--- config.mk ---
export PLATFORM = sky130hd
export DESIGN_NAME = en_reg_led_bank
export DESIGN_NICKNAME = d
export VERILOG_FILES = /design/src/rtl/en_reg_led_pkg.sv /design/src/rtl/en_reg_led_stretch_chan.sv /design/src/rtl/en_reg_led_bank.sv
export SDC_FILE = /design/constraint.sdc
export NUM_CORES = 1
export LEC_CHECK = 0
export ABC_AREA = 0
export BUFFER_PORTS_ARGS = -buffer_cell sky130_fd_sc_hd__buf_2
export CAP_MARGIN = 20
export CORE_UTILIZATION = 40
export DETAILED_ROUTE_END_ITERATION = 10
export HOLD_SLACK_MARGIN = 0.1
export PLACE_DENSITY_LB_ADDON = 0.1
export SYNTH_ARGS = -nofsm -noshare
export SYNTH_HDL_FRONTEND = slang
export SYNTH_HIERARCHICAL = 1
export SYNTH_SLANG_ARGS = --single-unit
--- constraint.sdc ---
create_clock -name clk_i -period 2.27 [get_ports clk_i]
set_input_delay 0.454 -clock clk_i [delete_from_list [all_inputs] [get_ports clk_i]]
set_output_delay 0.454 -clock clk_i [all_outputs]
set_load 0.01 [all_outputs]
--- src/rtl/en_reg_led_pkg.sv ---
// Shared types and sizing helpers for the LED register bank.
// Holds the LED mode encoding and the stretch counter width function.
package en_reg_led_pkg;

   typedef enum logic [1:0] {
      LED_DIRECT  = 2'b00,
      LED_STRETCH = 2'b01,
      LED_BLINK   = 2'b10,
      LED_OFF     = 2'b11
   } led_mode_e;

   // Counter must hold the value STRETCH_CYCLES itself, hence the +1.
   function automatic int stretch_cnt_w(input int cycles);
      return $clog2(cycles + 1);
   endfunction

endpackage

--- src/rtl/en_reg_led_stretch_chan.sv ---
// One activity-stretch channel: a trigger loads the counter, which then counts down to zero.
// active_o is high while the counter is non-zero.
module led_stretch_chan
   import en_reg_led_pkg::*;
#(
   parameter int STRETCH_CYCLES = 4
) (
   input  logic clk_i,
   input  logic rst_ni,
   input  logic trig_i,
   output logic active_o
);

   localparam int CW = stretch_cnt_w(STRETCH_CYCLES);
   localparam logic [CW-1:0] LOAD_VAL = CW'(STRETCH_CYCLES);

   logic [CW-1:0] cnt;

   // NOTE: reset is sampled on the clock edge (synchronous), so it is not in the sensitivity list.
   // NOTE: state is updated with non-blocking assignments so all flops see pre-edge values.
   always_ff @(posedge clk_i) begin
      if (!rst_ni) begin
         cnt <= '0;
      end else if (trig_i) begin
         cnt <= LOAD_VAL;
      end else if (cnt != '0) begin
         cnt <= cnt - CW'(1);
      end
   end

   assign active_o = (cnt != '0);

endmodule

--- src/rtl/en_reg_led_bank.sv ---
// Load-enabled status register whose bits each drive an LED, with a runtime-selectable
// display mode: direct value, stretched activity pulse, blinking "set" indication or off.
module en_reg_led_bank
   import en_reg_led_pkg::*;
#(
   parameter int               WIDTH          = 8,
   parameter logic [WIDTH-1:0] RESET_VALUE    = '0,
   parameter int               STRETCH_CYCLES = 4,
   parameter int               BLINK_DIV      = 8
) (
   input  logic             clk_i,
   input  logic             rst_ni,
   input  logic             en_i,
   input  logic [WIDTH-1:0] d_i,
   input  logic [1:0]       mode_i,
   output logic [WIDTH-1:0] q_o,
   output logic [WIDTH-1:0] led_o
);

   localparam int PW = (BLINK_DIV > 1) ? $clog2(BLINK_DIV) : 1;
   localparam logic [PW-1:0] PRESC_MAX = PW'(BLINK_DIV - 1);

   logic [WIDTH-1:0] change;
   logic [WIDTH-1:0] active;
   logic [PW-1:0]    prescaler;
   logic             blink_phase;
   led_mode_e        mode;

   always_ff @(posedge clk_i) begin
      if (!rst_ni) begin
         q_o <= RESET_VALUE;
      end else if (en_i) begin
         q_o <= d_i;
      end
   end

   // Only a load that actually flips a bit counts as activity.
   assign change = {WIDTH{en_i}} & (d_i ^ q_o);

   for (genvar i = 0; i < WIDTH; i++) begin : g_chan
      led_stretch_chan #(
         .STRETCH_CYCLES(STRETCH_CYCLES)
      ) u_chan (
         .clk_i   (clk_i),
         .rst_ni  (rst_ni),
         .trig_i  (change[i]),
         .active_o(active[i])
      );
   end

   always_ff @(posedge clk_i) begin
      if (!rst_ni) begin
         prescaler   <= '0;
         blink_phase <= 1'b0;
      end else if (prescaler == PRESC_MAX) begin
         prescaler   <= '0;
         blink_phase <= ~blink_phase;
      end else begin
         prescaler <= prescaler + PW'(1);
      end
   end

   assign mode = led_mode_e'(mode_i);

   // NOTE: led_o gets a default before the case so no path can infer a latch.
   always_comb begin
      led_o = '0;
      case (mode)
         LED_DIRECT:  led_o = q_o;
         LED_STRETCH: led_o = active;
         LED_BLINK:   led_o = q_o & {WIDTH{blink_phase}};
         LED_OFF:     led_o = '0;
         default:     led_o = '0;
      endcase
   end

endmodule
==> metrics.md <==
| Metric | Value |
|---|---|
| Status | `finished clean` |
| Synth-to-Final Area Change | `13.0%` |
| Initial antenna violation count | `0` |
| Max_cap viols | `0` |
| Iteration-0 DRC Markers | `59` |
| Pwr Density | `1050 mW/mm^2` |
| Required time worst endpoint | `1.82 ns` |
| Via-per-instance ratio | `4.52` |
| Layout cells sized above 1 | `17.8%` |
| Hold-fix buffers, CTS | `0` |
| Grt total ovfl | `0` |
| Worst Hold Class | `reg -> reg` |
| Leakage power | `1.23 nW` |
| Detailed Route WL | `around 3.5 mm` |
| Share of the synthesized area in the top cell type | `between 30% and 40%` |
| RR Startpoint | `g_chan[5].u_chan/cnt[0]$_SDFFE_PP0P_` |
| Crit. End Element | `output pin` |
| Net switching power figure | `0.000884 W` |
| Die area | `roughly 0.0054 sq mm` |
| Net count after synthesis | `250` |
| CTS Sinks | `36` |
| DRT Pass-1 Iters | `4` |
| Period Utilization, post-route | `90.3%` |
| Simple-Gate Fraction of Synth Area | `13.7%` |
| Asr flop ratio synth | `0%` |
| Largest area contributor in the netlist | `dfxtp_1` |
| HP Start | `prescaler[0]$_SDFF_PP0_` |
| Io pins | `29` |
| Top cells by area, synth | `dfxtp_1, ha_1, inv_1` |
| Mux share of post-synthesis cell area | `8.27%` |
| CTS buffer count | `5` |
| Slew Viols, Final | `0` |
| Critical path buffers and inverters | `2` |
| Layout net count | `280` |
| Root cell of the clock tree | `clkbuf_8` |
| Seq/Total Area, Yosys | `35.0%` |
| Wire per inst | `between 10 and 15 microns` |
| Post-synth top cells | `inv_1, dfxtp_1, ha_1` |
| Worst-Margin Slew | `0.868 ns` |
| Reg2Reg Setup Slack | `0.84 ns` |
| H-tree lvl count | `2` |
| Post-CTS repair timing setup buffer count | `0` |
| Largest net degree at the start of global routing | `29` |
| GR Util All Layers | `between 10% and 20%` |
| Main flop type after synthesis | `dfxtp_1` |
| TNS Setup | `0 ns` |
| Clock network fraction of total power | `19.3%` |
| Clock Path Buffers | `2` |
| Die Y | `73.7 microns` |
| Final number of setup-violating endpoints | `0` |
| Final min period | `2.05 ns` |
| Worst slew margin | `42.0%` |
| F_max | `between 400 and 500 MHz` |
| Final Hold Fails | `0` |
| Vias in the first global route | `1276` |
| Yosys reg bits | `36` |
| Peak supply drop | `473 uV` |
| Sw frac | `36.1%` |
| Initial core utilization | `42.4%` |
| Worst skew pair latency | `between 0.2 and 0.3 ns` |
| Hold WS | `0.429 ns` |
| Most common cell in the netlist | `inv_1` |
| Crit path arrival time | `1.60 ns` |
| Gate Count Post-Synth | `211` |
| Core Rows | `25` |
| Core area | `a little under 0.005 sq mm` |
| Via count | `1397` |
| DR DRC count | `0` |
| Layout Skew | `0.00190 ns` |
| DP HPWL | `2.42 mm` |
| Comb pwr share | `43.7%` |
| ANT nets after route | `0` |
| TritonCTS clock tree | `yes` |
| Global-route wire length before repair | `5.82 mm` |
| Crit-path max FO | `8` |
| Final Cell Area | `0.00232 sq mm` |
| Placed Area | `0.00223 sq mm` |
| Slowest stage delay, CP | `0.67 ns` |
| Mapped Area | `just over 0.002 sq mm` |
| Distinct cell type count after synthesis | `20` |
| Final RePlAce weighted congestion | `0.675` |
| XOR/XNOR share of the synthesized area | `7.24%` |
| Crit path max-delay cell type | `nor2b_1` |
| Critical Path Start Type | `input port` |
| Int Pwr | `0.00156 W` |
| Largest family of logic cells by synthesized area | `adder cells` |
| Synth Area in Compound Gates | `about a tenth` |
| Input/output buffers | `28` |
| Mean Syn Cell Area | `9.75 sq um` |
| RSZ-0062 raised after global routing | `no` |
| Synth Area in Adders | `15.8%` |
| EDFF count, synth | `0` |
| Setup CP Type | `in -> out` |
| Cts repair resizes | `0` |
| Die X | `around 74 microns` |
| CTS clock-pin slew for the worst setup and hold paths | `0.07 ns` |
| Cell Chain, Critical Path | `buf_2 > nor2b_1 > a32o_2 > buf_2` |
| CP Launch Point | `mode_i[1]` |
| Sequential power share | `approximately 37%` |
| Most used cell, CP | `buf_2` |
| CP delay by family, top | `simple AND/OR/NAND/NOR gates` |
| Yosys warns | `6` |
| Ant diodes | `0` |
[sequential cells by signal, indices dropped and copies added, names as in the netlist]
signal	count
blink_phase	1
prescaler	3
q_o	8
g_chan.u_chan/cnt	24
[cells by family (layout without fill, tap and decap cells)]
kind of cell	count (synthesis)	in the layout
XOR/XNOR	17	17
multiplexers	16	16
adder cells (fa/ha/maj)	26	26
buffers and inverters	46	77
AO/OA/AOI/OAI	24	24
AND/OR/NAND/NOR	46	46
flip-flops	36	36
[metal layers]
metal  share of wire [%]  vias to the layer above  wire (microns)  global-route usage (%)
met2                  45                       23            1610                    23.9
met4                0.57                        0              20                    4.49
met1                  50                      638            1760                    18.4
li1                    -                      732               -                       -
met3                 4.1                        4             145                    4.94
met5                   0                        -               0                       0
[per-stage QoR]
| stage | setup slack [ns] | power [W] | std cells | utilization [%] |
|---|---|---|---|---|
| after CTS | 0.174 | 0.00249 | 309 | 47.9 |
| after global routing | 0.131 | 0.00271 | 309 | 47.9 |
| after global placement | 0.127 | 0.00199 | 301 | 46.1 |
| final | 0.221 | 0.00245 | 309 | 47.9 |
| after floorplan | 0.807 | 0.00178 | 211 | - |
| after detailed placement | 0.180 | 0.00200 | 301 | 46.1 |
[layout by cell type, fill, tap and decap left out, types with 9 or more instances in the layout]
cell type   n
and2_1      9
nor2b_1    17
inv_1      41
buf_2      28
dfxtp_1    36
ha_1       26
xor2_1     17
[power by group through the flow]
stage / combinational [W] / clock [W] / sequential (W)
after floorplan: 0.000870 / 0 / 0.000908
after global placement: 0.00107 / 0 / 0.000920
after detailed placement: 0.00108 / 0 / 0.000922
after CTS: 0.00109 / 0.000493 / 0.000909
after global routing: 0.00125 / 0.000521 / 0.000931
final: 0.00107 / 0.000472 / 0.000908
[final timing paths]
kind | end | cells after the start
setup / recovery | led_o[2] | 4
hold reg to reg | prescaler[0]$_SDFF_PP0_ | 1
hold / removal | prescaler[0]$_SDFF_PP0_ | 1
setup reg to reg | g_chan[5].u_chan/cnt[2]$_SDFFE_PN0P_ | 5
[final cells by class]
type,instances,area (sq um)
clock buffer,8,90.1
tap,67,83.8
inverter,41,154
timing repair buffer,28,140
fill,480,2520
sequential,36,721
multi-input combinational,129,1140
[worst register-to-register path, delay by kind of cell, from the launching register on]
family	cells	cell delay (ns)
mux	1	0.32
fa+ha+maj	2	0.44
flops	1	0.35
compound gates	1	0.16
buf+inv	1	0.05
(Power assumes the default switching activity.)
